## src/rtl/tape_fetch.sv

```systemverilog
// Prefetching tape-image feeder: streams SRAM bytes through a small FIFO to the
// TZX player's toggle handshake. Optional underrun counter: TAPE_FETCH_UNDERRUN_EN.
module tape_fetch #(
    parameter int AW = 21,
    parameter int DL = 3
) (
    input  logic          clock,
    input  logic          reset,
    input  logic          start,
    input  logic          stop,
    input  logic [AW-1:0] size,
    output logic          active,
    output logic          done,
    output logic          memReq,
    output logic [AW-1:0] memA,
    input  logic          memAck,
    input  logic [7:0]    memQ,
    input  logic          plReq,
    output logic          plAck,
    output logic [7:0]    plD,
    output logic [7:0]    underruns
);

    localparam int DEPTH = 1 << DL;

    typedef enum logic {S_IDLE, S_RUN} mainState_t;
    typedef enum logic [1:0] {F_IDLE, F_REQ, F_DRAIN} fetchState_t;

    mainState_t  state;
    fetchState_t fstate;

    logic [7:0]    fifo [DEPTH];
    logic [DL-1:0] wp, rp;
    logic [DL:0]   count;
    logic [AW-1:0] fa, sc, sizeR;

    logic flush, pending, fifoEmpty, push, pop, lastByte;

    assign flush     = start | stop;
    assign pending   = plReq != plAck;
    assign fifoEmpty = count == '0;
    assign push      = (fstate == F_REQ) && memAck && !flush;
    assign pop       = (state == S_RUN) && !flush && pending && !fifoEmpty;
    assign lastByte  = sc == (sizeR - AW'(1));

    // NOTE: the byte storage carries no reset; count/pointers alone define validity.
    always_ff @(posedge clock) begin
        if (push) fifo[wp] <= memQ;
    end

    // Main FSM, FIFO bookkeeping and player service.
    always_ff @(posedge clock) begin
        if (reset) begin
            state  <= S_IDLE;
            active <= 1'b0;
            done   <= 1'b0;
            plAck  <= 1'b0;
            plD    <= '0;
            sc     <= '0;
            sizeR  <= '0;
            wp     <= '0;
            rp     <= '0;
            count  <= '0;
        end else begin
            done <= 1'b0;
            if (start) begin
                // Resync the ack so a request left over from before start is dropped.
                sizeR  <= size;
                sc     <= '0;
                plAck  <= plReq;
                active <= 1'b1;
                state  <= S_RUN;
                wp     <= '0;
                rp     <= '0;
                count  <= '0;
            end else if (stop) begin
                active <= 1'b0;
                state  <= S_IDLE;
                wp     <= '0;
                rp     <= '0;
                count  <= '0;
            end else begin
                if (push) wp <= wp + 1'b1;
                if (pop) begin
                    rp    <= rp + 1'b1;
                    plD   <= fifo[rp];
                    plAck <= plReq;
                    sc    <= sc + 1'b1;
                end
                count <= count + (DL+1)'(push) - (DL+1)'(pop);
                if (state == S_RUN && (sizeR == '0 || (pop && lastByte))) begin
                    done   <= 1'b1;
                    active <= 1'b0;
                    state  <= S_IDLE;
                end
            end
        end
    end

    // Fetch FSM: one outstanding SRAM read, issued only while the FIFO has room.
    always_ff @(posedge clock) begin
        if (reset) begin
            fstate <= F_IDLE;
            memReq <= 1'b0;
            memA   <= '0;
            fa     <= '0;
        end else begin
            case (fstate)
                F_IDLE: begin
                    if (state == S_RUN && !flush && fa < sizeR && count < (DL+1)'(DEPTH)) begin
                        memA   <= fa;
                        memReq <= 1'b1;
                        fstate <= F_REQ;
                    end
                end
                F_REQ: begin
                    if (flush) begin
                        // An aborted read must still complete on the bus; its data is dropped.
                        if (memAck) begin
                            memReq <= 1'b0;
                            fstate <= F_IDLE;
                        end else begin
                            fstate <= F_DRAIN;
                        end
                    end else if (memAck) begin
                        fa     <= fa + 1'b1;
                        memReq <= 1'b0;
                        fstate <= F_IDLE;
                    end
                end
                F_DRAIN: begin
                    if (memAck) begin
                        memReq <= 1'b0;
                        fstate <= F_IDLE;
                    end
                end
                default: fstate <= F_IDLE;
            endcase
            if (start) fa <= '0;
        end
    end

`ifdef TAPE_FETCH_UNDERRUN_EN
    logic hungry, starved;

    assign hungry = (state == S_RUN) && !flush && pending && fifoEmpty;

    // starved remembers the previous cycle so each starved request counts once.
    always_ff @(posedge clock) begin
        if (reset || start) begin
            underruns <= '0;
            starved   <= 1'b0;
        end else begin
            starved <= hungry;
            if (hungry && !starved && underruns != 8'hFF) underruns <= underruns + 1'b1;
        end
    end
`else
    assign underruns = '0;
`endif

endmodule

```

## config.mk

```make
export PLATFORM = sky130hd
export DESIGN_NAME = tape_fetch
export DESIGN_NICKNAME = d
export VERILOG_FILES = /design/src/rtl/tape_fetch.sv
export SDC_FILE = /design/constraint.sdc
export NUM_CORES = 1
export LEC_CHECK = 0
export BUFFER_PORTS_ARGS = -buffer_cell sky130_fd_sc_hd__buf_2
export CORE_MARGIN = 5
export CORE_UTILIZATION = 49
export CTS_CLUSTER_SIZE = 14
export DETAILED_ROUTE_END_ITERATION = 16
export GPL_ROUTABILITY_DRIVEN = 0
export GPL_TIMING_DRIVEN = 0
export PLACE_DENSITY = 0.81
export SYNTH_ARGS = -nofsm -noshare
export SYNTH_HDL_FRONTEND = slang
export SYNTH_SLANG_ARGS = --single-unit
```

## constraint.sdc

```tcl
create_clock -name clock -period 2.5 [get_ports clock]
set_clock_uncertainty 0.05 [all_clocks]
set_input_delay 0.125 -clock clock [delete_from_list [all_inputs] [get_ports clock]]
set_output_delay 0.125 -clock clock [all_outputs]
set_load 0.1 [all_outputs]
```

==> metrics.cfg, run 1 <==
[sta]
max-slew-margin-rel_pct = 44.2
drv_slew = 0
hold_viol_final = 0
worstMarginPinSlew_ns = 0.836
clock.fmax_ghz = 0.374
holdWs_ns = 0.0466
min_period_over_period_pct = 107
rsz0062_at_grt = yes
setup_viol = 12
period_needed_ns = 2.68
timing.final.ws_setup_ns = -0.177

[worst_setup_path]
worstSetupEndpointType = register
setup.worst_path.start_class = register
required_ns = 2.76
timing.rr.start = sizeR[1]$_SDFFE_PP0P_
reg2reg_to = state$_SDFFE_PP0P_
reg2regPathDepth = 10
critPathKind = reg2reg
cp.arrival_ns = 2.94
r2r_slack_ns = -0.18
worstPathMaxFanout = 6

[hold_path]
min-delay-start = stop
hold_path.class = in2reg
min_path_cells = 3
whs_endpoint = count[0]$_SDFF_PP0_

[placed_design]
dpl.hpwl_um = 13100
port_buffers = 67

[floorplan]
die_x_um = 139
start_util_pct = 49.7
std_cell_rows = 47
core-area_um2 = 16500
die_h_um = 139
ioPinCount = 76
dieArea_um2 = 19400

[run_status]
status = finished with violations
violations = setup timing

[routing]
wl_per_cell_um = 17.6
vias = 6416
wirelength_um = 20500
firstDrtPassIters = 5
drcViolationCount = 0
drtIter0Drc = 550
ant_nets = 0
vias_per_cell = 5.51

[synthesis]
synth_xor_area_share_pct = 6.42
yosys_warnings = 0
synthAdderAreaFrac_pct = 5.44
synth_compound_area_share_pct = 6.55
synthArstFlopShare_pct = 0
syn_area_per_cell_um2 = 10.7
synth.area.mux_share_pct = 11.1
synth_flop_cell = dfxtp_1
ys_types = 63
synth_top_family_by_area = simple AND/OR/NAND/NOR gates
synth_area_um2 = 8190
synth_cells = 768
ys_seq_area_share_pct = 49.9
synth-edff-count = 64
synth_simple_gate_area_share_pct = 16.2
ys_ff_latch = 172

[grt]
grt_pass1_wl_um = 31200
grt_max_degree = 19
grt_use_total_pct = 20.4
antenna_found_initial = 0
grt_pass1_vias = 6121
globalRouteOverflowTotal = 0

[power_and_ir_drop]
power.leakage_nw = 4.18
power_density_nw_per_um2 = 589
p_total_mw = 6.19
vdd_ir_drop_max_v = 0.000668

[clock_tree]
clk_pin_slew_worst_paths_ns = 0.07
cts_sinks = 172
cts-buffers-inserted = 17
cts-root-buf = clkbuf_16
clockBufferDepth = 2
cts_tree = yes
cts.htree.levels = 4
clk_latency_ns = 0.45

[finish]
diodes = 0
nFillCells = 1247
nNetsFinal = 1001
area_growth_pct = 28.4
drive_gt1_share_pct = 26.9

[flow_run]
cap_violations = 0

[how the worst max path moves through the flow]
stage / slack [ns] / cells after the start / end / from
finish: -0.18 / 10 / state$_SDFFE_PP0P_ / sizeR[1]$_SDFFE_PP0P_
global route: -0.22 / 10 / state$_SDFFE_PP0P_ / sizeR[1]$_SDFFE_PP0P_
CTS: -0.23 / 9 / state$_SDFFE_PP0P_ / sizeR[3]$_SDFFE_PP0P_
detailed placement: -0.88 / 5 / fifo[0][3]$_DFFE_PP_ / fstate[0]$_SDFFE_PP0N_
global placement: -0.92 / 5 / fifo[0][3]$_DFFE_PP_ / fstate[0]$_SDFFE_PP0N_
floorplan: -0.11 / 9 / count[1]$_SDFF_PP0_ / state$_SDFFE_PP0P_
[cell type report]
type                    count  area (µm²)  area share (%)
flip-flops and latches    172        4140            39.4
multi-input cells         523        4100            39.0
repair buffers            142        1040            9.90
clock buffers              18         429            4.08
well taps                 220         275            2.62
plain buffers              37         233            2.21
inverters                  38         153            1.45
clock inverters            14         141            1.34
[Yosys cell counts, types with 13 or more instances]
cell type | count | area (µm²)
nor2_1 | 120 | 450
dfxtp_1 | 108 | 2160
edfxtp_1 | 64 | 1920
mux2i_1 | 55 | 551
inv_1 | 38 | 143
nand2_1 | 35 | 131
xor2_1 | 35 | 307
ha_1 | 34 | 425
xnor2_1 | 25 | 219
clkbuf_1 | 23 | 86.3
a21oi_1 | 22 | 110
nand3_1 | 20 | 100
mux4_2 | 16 | 360
nand4_1 | 15 | 93.8
nor3_1 | 13 | 65.1
or3_1 | 13 | 81.3
[per-layer routing]
layer / track usage (%) / vias up / routed length (µm)
met2: 33.5 / 276 / 9890
met5: 0 / - / 0
met4: 9.63 / 0 / 693
li1: - / 3030 / -
met3: 5.45 / 54 / 1650
met1: 25.1 / 3056 / 8220
[where the power goes]
group	switching, mW	total, mW	internal (mW)
clock network	1.24	2.57	1.33
logic	0.378	0.667	0.288
registers	0.0382	2.96	2.92
[cell families after synthesis]
kind of cell             count (synthesis)
other                                    1
AO/OA/AOI/OAI                           79
AND/OR/NAND/NOR                        270
flip-flops                             172
multiplexers                            71
XOR/XNOR                                60
adder cells (fa/ha/maj)                 35
buffers and inverters                   80
[registers in the layout (all words and copies together), names as in the netlist]
name / flops
fifo: 64
sizeR: 21
plD: 8
fstate: 2
wp: 3
count: 4
fa: 21
done: 1
state: 1
plAck: 1
memA: 21
memReq: 1
sc: 21
rp: 3
[timing repair]
action | CTS | global route
pin swaps | 7 | 20
endpoints found under the setup margin | 113 | 69
gates resized for setup | 62 | 48
gates cloned | 2 | 0
hold buffers | 32 | 0
setup buffers | 20 | 22
hold endpoints to repair | 90 | 0
[placed cells by master, fill, tap and decap left out, types with 9 or more instances in the layout]
| cell | netlist | layout |
|---|---|---|
| nor2_1 | 120 | 115 |
| dfxtp_1 | 108 | 90 |
| buf_2 | 3 | 68 |
| edfxtp_1 | 64 | 64 |
| mux2i_1 | 55 | 55 |
| buf_4 | 8 | 42 |
| nand2_1 | 35 | 35 |
| xor2_1 | 35 | 35 |
| dlygate4sd3_1 | 0 | 32 |
| inv_1 | 38 | 30 |
| ha_1 | 34 | 27 |
| xnor2_1 | 25 | 25 |
| clkbuf_1 | 23 | 20 |
| nand3_1 | 20 | 19 |
| clkbuf_16 | 0 | 18 |
| a21oi_1 | 22 | 17 |
| mux4_2 | 16 | 16 |
| nand4_1 | 15 | 15 |
| dfxtp_4 | 0 | 13 |
| or3_1 | 13 | 12 |
| a211oi_1 | 10 | 10 |
| a21o_1 | 10 | 10 |
| buf_6 | 3 | 9 |
| nor3_1 | 13 | 9 |
| o21ai_0 | 10 | 9 |
| and3_1 | 10 | 9 |
[critical path: stages (launching register included)]
cell       delay (ns)
dfxtp_4          0.39
inv_4            0.05
ha_4             0.17
nor2b_4          0.14
or3_1            0.32
a31o_2           0.21
or4_4            0.56
nor4_4           0.24
o2111ai_2        0.18
o211ai_2         0.15
o22ai_2          0.10
[through the flow]
step	cells	setup TNS [ns]	setup slack [ns]	area [µm²]	util (%)
after floorplan	775	-0.275	-0.106	8290	-
after CTS	1145	-0.603	-0.228	10200	62.0
after global placement	1062	-52.32	-0.924	8900	54.1
after global routing	1164	-2.35	-0.225	10500	63.8
final	1164	-0.463	-0.177	10500	63.8
after detailed placement	1062	-50.89	-0.878	8900	54.1
Note: power is estimated with default switching activity, not from simulation.
==> inputs of run 2 (changes only) <==
Settings changed: CORE_ASPECT_RATIO from default to 2.
==> metrics.cfg, run 2 (same netlist as run 1, synthesis figures left out) <==
[run_status]
status = finished with violations
violations = setup timing

[routing]
firstDrtPassIters = 6  ; +1
vias = 6602  ; +2.9%
wl_per_cell_um = 17.8  ; +1.5%
drtIter0Drc = 541  ; -1.6%
wirelength_um = 20500  ; +0.19%
vias_per_cell = 5.75  ; +4.2%
drcViolationCount = 0  ; unchanged
ant_nets = 0  ; unchanged

[worst_setup_path]
worstPathMaxFanout = 9  ; +3
required_ns = 2.75  ; about the same
reg2reg_to = state$_SDFFE_PP0P_
timing.rr.start = sizeR[4]$_SDFFE_PP0P_
worstSetupEndpointType = register
critPathKind = reg2reg
max_stage_delay_ns = 0.37  ; -0.19 ns
r2r_slack_ns = -0.13  ; +0.04 ns
setup.worst_path.start_class = register
slowest_stage = dfxtp_4
cp.arrival_ns = 2.88  ; -0.06 ns
reg2regPathDepth = 11  ; +1
crit_path_cell_trace = buf_12 -> nor4_4 -> buf_4 -> buf_4 -> a31oi_1 -> o32a_1 -> o21a_1 -> nor4_4 -> o2111ai_2 -> o211ai_2 -> o22ai_1

[clock_tree]
cts_sinks = 172  ; unchanged
cts-buffers-inserted = 17  ; unchanged
clk_pin_slew_worst_paths_ns = 0.08  ; about the same
cts.htree.levels = 4  ; unchanged
clk_latency_ns = 0.44  ; about the same
cts_tree = yes
cts-root-buf = clkbuf_16
clockBufferDepth = 2  ; unchanged

[placed_design]
port_buffers = 67  ; unchanged
dpl.hpwl_um = 13400  ; +2.3%
placed_area_um2 = 8900  ; about the same

[grt]
grt_use_met2_pct = 35.0  ; +1.5 points
grt_use_total_pct = 20.3  ; -0.11 points
gr-max-usage-layer = met2
use_met3_pct = 3.55  ; -1.9 points
grt_pass1_vias = 6204  ; +1.4%
antenna_found_initial = 0  ; unchanged
grt_pass1_wl_um = 30800  ; -1.5%
grt_max_degree = 19  ; unchanged
grtUsageMet1_pct = 24.4  ; -0.72 points
globalRouteOverflowTotal = 0  ; unchanged

[floorplan]
std_cell_rows = 67  ; +43%
die_h_um = 193  ; +38%
ioPinCount = 76  ; unchanged
core-area_um2 = 16600  ; +0.81%
die_x_um = 101  ; -27%
start_util_pct = 49.3  ; -0.40 points
dieArea_um2 = 19600  ; +0.81%

[sta]
setup_viol = 3  ; -9
clock.fmax_ghz = 0.380  ; +1.6%
timing.final.ws_setup_ns = -0.134  ; +0.0423 ns
min_period_over_period_pct = 105  ; -1.7 points
period_needed_ns = 2.63  ; -0.0423 ns
hold_viol_final = 0  ; unchanged
rsz0062_at_grt = yes
holdWs_ns = 0.0493  ; +0.00277 ns
worstMarginPinSlew_ns = 0.866  ; +0.0293 ns
drv_slew = 0  ; unchanged
fin_setup_tns_ns = -0.252  ; +0.211 ns
max-slew-margin-rel_pct = 42.3  ; -2.0 points

[finish]
drive_gt1_share_pct = 26.9  ; -0.049 points
regMostFlops = fifo
regArea_um2 = 4130  ; -0.15%
multi_input_area_um2 = 4080  ; -0.61%
stdcell_area_um2 = 10400  ; -0.93%
nFillCells = 1260  ; +1.0%
final_common_cell = nor2_1
nNetsFinal = 999  ; -0.20%
final_cell_mix = nor2_1 (112), dfxtp_1 (91), buf_2 (68), edfxtp_1 (64), mux2i_1 (55)
area_growth_pct = 27.2
largest_register_ffs = 64  ; unchanged
diodes = 0  ; unchanged

[flow_run]
cap_violations = 0  ; unchanged

[hold_path]
min-delay-start = reset
whs_endpoint = count[0]$_SDFF_PP0_
hold_path.class = in2reg
min_path_cells = 3  ; unchanged

[power_and_ir_drop]
power.leakage_nw = 4.16  ; -0.59%
power_density_nw_per_um2 = 593  ; +0.65%
vdd_ir_drop_max_v = 0.000611  ; -8.6%
p_total_mw = 6.18  ; -0.28%

-- run 2: changes by cell type in the layout (fill, tap and decap cells not counted), moves of 3 or more --
cell    previous run  this run
buf_6              9         6
nor2_1           115       112
inv_2              5         9
nor2_2             5         8
buf_4             42        45
-- run 2: critical path, delay by kind of cell, from the launching register on --
kind / cells / cell delay (ns)
AO/OA/AOI/OAI: 6 / 0.97
buffers and inverters: 3 / 0.49
flip-flops: 1 / 0.37
AND/OR/NAND/NOR: 2 / 0.62
-- run 2: where the power goes --
part | leakage (nW) | switching [mW] | internal (mW)
logic | 2.41 | 0.371 | 0.273
registers | 1.46 | 0.0384 | 2.92
clock network | 0.287 | 1.25 | 1.33
-- run 2: area by class of cell --
| class | count | area share [%] |
|---|---|---|
| Clock buffer | 17 | 4.08 |
| Inverter | 38 | 1.39 |
| Clock inverter | 15 | 1.45 |
| Buffer | 37 | 2.07 |
| Tap cell | 207 | 2.49 |
| Sequential cell | 172 | 39.7 |
| Timing Repair Buffer | 140 | 9.69 |
| Multi-Input combinational cell | 523 | 39.1 |
-- run 2: timing repair --
item | CTS | global route
buffers inserted | 17 | 25
pin swaps | 12 | 11
resized for setup | 53 | 41
hold buffers | 31 | 0
hold endpoints to repair | 88 | 0
setup endpoints to repair | 113 | 54
cloned | 0 | 0
-- run 2: per-stage QoR --
step | setup WS [ns] | utilization, % | instances
CTS | -0.238 | 60.7 | 1125
detailed placement | -0.524 | 53.6 | 1050
global route | -0.243 | 62.7 | 1149
finish | -0.134 | 62.7 | 1149
global placement | -0.852 | 53.5 | 1049
floorplan | -0.106 | - | 775
-- run 2: worst max path at each step --
stage	start	end	cells after the start
after floorplan	state$_SDFFE_PP0P_	count[1]$_SDFF_PP0_	9
after global placement	fstate[0]$_SDFFE_PP0N_	fifo[0][3]$_DFFE_PP_	5
after detailed placement	fstate[0]$_SDFFE_PP0N_	fifo[1][0]$_DFFE_PP_	6
after CTS	sizeR[3]$_SDFFE_PP0P_	state$_SDFFE_PP0P_	8
after global routing	sizeR[4]$_SDFFE_PP0P_	state$_SDFFE_PP0P_	11
final	sizeR[4]$_SDFFE_PP0P_	state$_SDFFE_PP0P_	11
-- run 2: metal layers --
layer	share of wire, %	up-vias
li1	-	3045
met1	39	3188
met2	51	292
met3	6.7	77
met4	3.7	0
met5	0	-
